<file path="src/rtl/uart_receiver_if.sv">
// Serial receive bundle: the line into the receiver and the recovered byte
// with its strobe, error flags and busy indication coming back out.
interface uart_receiver_if ();
    logic       RX_datain;
    logic [7:0] RX_DATA;
    logic       RX_valid;
    logic       parity_error;
    logic       framing_error;
    logic       RX_busy;

    // Side that drives the serial line and consumes the decoded result.
    modport master (
        output RX_datain,
        input  RX_DATA,
        input  RX_valid,
        input  parity_error,
        input  framing_error,
        input  RX_busy
    );

    // The receiver itself.
    modport slave (
        input  RX_datain,
        output RX_DATA,
        output RX_valid,
        output parity_error,
        output framing_error,
        output RX_busy
    );
endinterface

</file>
<file path="src/rtl/uart_receiver.sv">
// UART receive path: start, 8 data bits LSB first, even parity, stop.
// RX_datain must already be synchronous to clk; there is no synchroniser here.
module uart_receiver #(
    parameter int unsigned CLKS_PER_BIT = 1
) (
    input  logic           clk,
    input  logic           reset,
    uart_receiver_if.slave rx_if
);
    localparam int unsigned CntW     = $clog2(CLKS_PER_BIT + 1);
    localparam int unsigned HalfBit  = (CLKS_PER_BIT - 1) / 2;
    // A counter loaded with k samples on the (k+1)th following edge.
    localparam logic [CntW-1:0] BitLoad  = CntW'(CLKS_PER_BIT - 1);
    localparam logic [CntW-1:0] HalfLoad = CntW'((HalfBit > 0) ? HalfBit - 1 : 0);

    typedef enum logic [2:0] {
        StIdle,
        StStart,
        StData,
        StParity,
        StStop,
        StBreak
    } state_e;

    state_e          state_q, state_d;
    logic [CntW-1:0] cnt_q, cnt_d;
    logic [2:0]      bit_q, bit_d;
    logic [7:0]      shift_q, shift_d;
    logic            par_q, par_d;
    logic [7:0]      data_q, data_d;
    logic            valid_q, valid_d;
    logic            perr_q, perr_d;
    logic            ferr_q, ferr_d;
    logic            busy_q, busy_d;

    logic rx;
    logic sample_now;

    assign rx         = rx_if.RX_datain;
    assign sample_now = (cnt_q == '0);

    // Next-state and registered-output computation for the frame FSM.
    always_comb begin
        state_d = state_q;
        cnt_d   = cnt_q;
        bit_d   = bit_q;
        shift_d = shift_q;
        par_d   = par_q;
        data_d  = data_q;
        valid_d = 1'b0;
        perr_d  = perr_q;
        ferr_d  = ferr_q;

        unique case (state_q)
            StIdle: begin
                if (!rx) begin
                    bit_d = '0;
                    // With no half-bit wait the detection edge is the start check.
                    if (HalfBit == 0) begin
                        state_d = StData;
                        cnt_d   = BitLoad;
                    end else begin
                        state_d = StStart;
                        cnt_d   = HalfLoad;
                    end
                end
            end
            StStart: begin
                if (sample_now) begin
                    if (rx) begin
                        state_d = StIdle;
                    end else begin
                        state_d = StData;
                        cnt_d   = BitLoad;
                    end
                end else begin
                    cnt_d = cnt_q - CntW'(1);
                end
            end
            StData: begin
                if (sample_now) begin
                    shift_d = {rx, shift_q[7:1]};
                    cnt_d   = BitLoad;
                    bit_d   = bit_q + 3'd1;
                    if (bit_q == 3'd7) begin
                        state_d = StParity;
                    end
                end else begin
                    cnt_d = cnt_q - CntW'(1);
                end
            end
            StParity: begin
                if (sample_now) begin
                    par_d   = rx;
                    cnt_d   = BitLoad;
                    state_d = StStop;
                end else begin
                    cnt_d = cnt_q - CntW'(1);
                end
            end
            StStop: begin
                if (sample_now) begin
                    data_d  = shift_q;
                    valid_d = 1'b1;
                    perr_d  = (^shift_q) ^ par_q;
                    ferr_d  = ~rx;
                    state_d = rx ? StIdle : StBreak;
                end else begin
                    cnt_d = cnt_q - CntW'(1);
                end
            end
            StBreak: begin
                // Wait out a held-low line so it is not mistaken for a new start.
                if (rx) begin
                    state_d = StIdle;
                end
            end
            default: begin
                state_d = StIdle;
            end
        endcase

        busy_d = (state_d != StIdle);
    end

    // State and output registers with synchronous reset.
    always_ff @(posedge clk) begin
        if (reset) begin
            state_q <= StIdle;
            cnt_q   <= '0;
            bit_q   <= '0;
            shift_q <= '0;
            par_q   <= 1'b0;
            data_q  <= '0;
            valid_q <= 1'b0;
            perr_q  <= 1'b0;
            ferr_q  <= 1'b0;
            busy_q  <= 1'b0;
        end else begin
            state_q <= state_d;
            cnt_q   <= cnt_d;
            bit_q   <= bit_d;
            shift_q <= shift_d;
            par_q   <= par_d;
            data_q  <= data_d;
            valid_q <= valid_d;
            perr_q  <= perr_d;
            ferr_q  <= ferr_d;
            busy_q  <= busy_d;
        end
    end

    assign rx_if.RX_DATA       = data_q;
    assign rx_if.RX_valid      = valid_q;
    assign rx_if.parity_error  = perr_q;
    assign rx_if.framing_error = ferr_q;
    assign rx_if.RX_busy       = busy_q;
endmodule

</file>
<file path="src/flat_wrapper.sv">
// flat-port wrapper written by rule: the top's interface ports become plain ports
module uart_receiver_flat 
#(
    parameter int unsigned CLKS_PER_BIT = 1
)
  (clk, reset, rx_if_RX_datain, rx_if_RX_DATA, rx_if_RX_valid, rx_if_parity_error, rx_if_framing_error, rx_if_RX_busy);
  uart_receiver_if rx_if_i ();
  input  logic clk;
  input  logic reset;
  input wire logic [$bits(rx_if_i.RX_datain)-1:0] rx_if_RX_datain;
  output wire logic [$bits(rx_if_i.RX_DATA)-1:0] rx_if_RX_DATA;
  output wire logic [$bits(rx_if_i.RX_valid)-1:0] rx_if_RX_valid;
  output wire logic [$bits(rx_if_i.parity_error)-1:0] rx_if_parity_error;
  output wire logic [$bits(rx_if_i.framing_error)-1:0] rx_if_framing_error;
  output wire logic [$bits(rx_if_i.RX_busy)-1:0] rx_if_RX_busy;
  assign rx_if_i.RX_datain = rx_if_RX_datain;
  assign rx_if_RX_DATA = rx_if_i.RX_DATA;
  assign rx_if_RX_valid = rx_if_i.RX_valid;
  assign rx_if_parity_error = rx_if_i.parity_error;
  assign rx_if_framing_error = rx_if_i.framing_error;
  assign rx_if_RX_busy = rx_if_i.RX_busy;
  uart_receiver #(.CLKS_PER_BIT(CLKS_PER_BIT)) u_core (.clk(clk), .reset(reset), .rx_if(rx_if_i));
endmodule
</file>
<file path="config.mk">
export PLATFORM = sky130hd
export DESIGN_NAME = uart_receiver_flat
export DESIGN_NICKNAME = d
export VERILOG_FILES = /design/src/rtl/uart_receiver_if.sv /design/src/rtl/uart_receiver.sv /design/src/flat_wrapper.sv
export SDC_FILE = /design/constraint.sdc
export NUM_CORES = 1
export LEC_CHECK = 0
export ABC_AREA = 1
export BUFFER_PORTS_ARGS = -buffer_cell sky130_fd_sc_hd__buf_2
export CORE_MARGIN = 5
export CORE_UTILIZATION = 45
export DETAILED_ROUTE_END_ITERATION = 8
export PLACE_DENSITY = 0.63
export SLEW_MARGIN = 0
export SYNTH_ARGS = -nofsm -noshare
export SYNTH_HDL_FRONTEND = slang
export SYNTH_SLANG_ARGS = --single-unit
</file>
<file path="constraint.sdc">
create_clock -name clk -period 2.9 [get_ports clk]
set_input_delay 0.58 -clock clk [delete_from_list [all_inputs] [get_ports clk]]
set_output_delay 0.58 -clock clk [all_outputs]
set_load 0.01 [all_outputs]
</file>
==> impl_metrics.tcl <==
set metrics [dict create \
    cell_internal_pwr_mw 0.4667 \
    finalSetupTns_ps 0 \
    p_switching_mw 0.1751 \
    swShare_pct 27.28 \
    start_kind "flop" \
    drv_slew 0 \
    routed_wirelength_um 2048 \
    synth.net_count 160 \
    io_buffers 14 \
    area_delta_synth_final_pct 7.476 \
    clock_latency_ps 320 \
    worst_pin_slew_ps 725.9 \
    antenna_found_initial 0 \
    yosys_warnings 0 \
    yosysMostFrequentCell "nand2_1" \
    min_path_type "flop to flop" \
    p_total_mw 0.6418 \
    drive_gt1_share_pct 14.97 \
    cts_sinks 27 \
    maxCapViolCount 0 \
    h-tree-depth 1 \
    globalplace.congestion 0.8907 \
    diodes 0 \
    cts_resized 0 \
    synth_edf_count 0 \
    power_frac_comb_pct 13.0 \
    min_to "u_core.par_q$_SDFFE_PP0P_" \
    dr.pass1.iters 4 \
    cp.arrival_ps 1750 \
    synthTopCellsByCount "41 x nand2_1, 27 x dfxtp_1, 20 x a21oi_1" \
    first_iter_violations 50 \
    hold_viol 0 \
    yosys-top-cells-area "dfxtp_1 47%, nand2_1 13%, a21oi_1 8.7%, o21ai_0 7.4%, inv_1 5.9%" \
    cts_tree "done" \
    cts_root_buf "clkbuf_4" \
    yosys.area.top_type "dfxtp_1" \
    cts_buffer_depth 2 \
    whs_path_depth 2 \
    hp-start "u_core.par_q$_SDFFE_PP0P_" \
    numCtsBuffers 3 \
    fin_crit_ps 1514 \
    dp.final_hpwl_um 1507 \
    async_flop_share_pct 0 \
    netlist_area_mm2 0.001155 \
    worstSetupEndpointType "flop" \
    vias_per_cell 4.853 \
    wire_per_inst_um 10.40 \
    overflow 0 \
    seqPwrFrac_pct 62.0 \
    post-route-drc-count 0 \
    grt_pass1_vias 888 \
    fin_crit_sh_pct 52.21 \
    ys_ff_latch 27 \
    rsz0062_at_grt "false" \
    power_frac_clock_pct 25.0 \
    nets 173 \
    reg2reg_depth 7 \
    crit_type "flop to flop" \
    cts_setup_buffers 0 \
    synth_cells 155 \
    power-per-cell-area_mw_per_mm2 517.1 \
    power_leakage_nw 0.5900 \
    fp.dieH_um 60.66 \
    cp_max_fo 21 \
    core_mm2 0.002477 \
    die_w_um 60.66 \
    track_usage_pct 12.64 \
    final_cells 197 \
    synth-main-ff-cell "dfxtp_1" \
    finalSetupViolations 0 \
    relSlewSlack_pct 51.45 \
    grt_pass1_wl_um 3532 \
    cp.required_ps 3130 \
    row_count 18 \
    skew_ps 8.409 \
    synth_top_area_share_pct 46.80 \
    die_area_mm2 0.003680 \
    synth.avg_cell_area_um2 7.451 \
    place_inst 193 \
    r2r_start "u_core.state_q[1]$_SDFF_PP0_" \
    initial_core_util_pct 46.62 \
    synth-seq-area-share_pct 46.80 \
    grt_max_degree 22 \
    postRouteAntennaNets 0 \
    clkTransAtPathRegs_ps 150 \
    timing.rr.end "u_core.bit_q[2]$_SDFFE_PP0P_" \
    max_freq_ghz 0.6605 \
    ir_drop_v 0.0003101 \
    yosysUniqueCellTypes 17 \
    status "complete, no violations" \
    postCtsHoldBufs 0 \
    io_pins 15 \
    ff2ff_setup_slack_ps 1390 \
    vias 956 \
]
==> cell families (layout without fill, tap and decap cells) <==
group,Yosys count,in the layout,synth area share [%]
flops,27,27,46.80
fa+ha+maj,2,2,2.167
simple gates,56,56,19.93
compound gates,43,43,19.83
buf+inv,27,39,11.27
==> sequential cells by signal, indices dropped and copies added, names as in the netlist <==
register,cells
u_core.bit_q,3
u_core.state_q,3
u_core.rx_if.RX_valid,1
u_core.rx_if.framing_error,1
u_core.rx_if.RX_busy,1
u_core.par_q,1
u_core.rx_if.parity_error,1
u_core.rx_if.RX_DATA,8
u_core.shift_q,8
==> worst max-delay path, cell delays in order, from the launching register on <==
cell,delay [ps]
dfxtp_1,430
inv_1,90
nor3_4,570
inv_2,70
nand2_1,100
inv_1,50
nand2_1,70
a21oi_2,50
==> routing by layer <==
metal / vias up / routed length (µm) / global-route usage (%) / share of wire, %
met5: - / 0 / 0 / 0
met4: 0 / 21 / 6.811 / 1.0
met3: 2 / 85 / 2.553 / 4.2
met2: 11 / 1033 / 21.98 / 50
met1: 426 / 907 / 14.45 / 44
li1: 517 / - / - / -
==> per-stage QoR <==
step | utilization (%) | hold WS [ps] | instance area (µm²) | worst slack, ps
after floorplan | - | 434.6 | 1155 | 1715
after global placement | 48.89 | 452.3 | 1211 | 1409
after detailed placement | 48.89 | 458.6 | 1211 | 1367
after CTS | 50.10 | 478.0 | 1241 | 1392
after global routing | 50.10 | 475.2 | 1241 | 1211
final | 50.10 | 474.6 | 1241 | 1386
==> worst max-delay path by stage <==
stage	slack (ps)	to	from	cells past startpoint
floorplan	1710	u_core.shift_q[1]$_SDFFE_PP0P_	reset	5
detailed placement	1370	u_core.rx_if.RX_DATA[3]$_SDFFE_PP0N_	reset	4
CTS	1390	u_core.rx_if.RX_busy$_SDFF_PP0_	u_core.state_q[1]$_SDFF_PP0_	6
global placement	1410	u_core.shift_q[1]$_SDFFE_PP0P_	reset	4
finish	1390	u_core.bit_q[2]$_SDFFE_PP0P_	u_core.state_q[1]$_SDFF_PP0_	7
global route	1210	u_core.shift_q[0]$_SDFFE_PP0P_	u_core.state_q[1]$_SDFF_PP0_	4
==> layout by cell type (no fill, tap or decap), drive strengths merged <==
cell type	synthesis	routed
a21oi	23	23
buf	5	14
clkbuf	1	3
clkinvlp	0	1
dfxtp	27	27
ha	2	2
inv	21	21
nand2	41	41
nand3	5	5
nor2	8	8
nor3	2	2
o21ai	19	19
o31ai	1	1
==> cell type report <==
| type | instances | area [µm²] |
|---|---|---|
| clock buffer | 3 | 22.52 |
| clock inverter | 1 | 7.507 |
| fill | 254 | 1236 |
| inverter | 21 | 78.83 |
| multi-input combinational | 101 | 484.2 |
| sequential | 27 | 540.5 |
| tap | 30 | 37.54 |
| timing repair buffer | 14 | 70.07 |
==> power groups by stage <==
stage / Sequential [mW] / Combinational, mW / Clock, mW
3_3_place_gp: 0.405 / 0.0815 / 0
6_report: 0.398 / 0.0835 / 0.161
3_5_place_dp: 0.406 / 0.0842 / 0
5_1_grt: 0.401 / 0.0977 / 0.183
4_1_cts: 0.398 / 0.0843 / 0.171
2_1_floorplan: 0.404 / 0.0747 / 0
(Power assumes the default switching activity.)
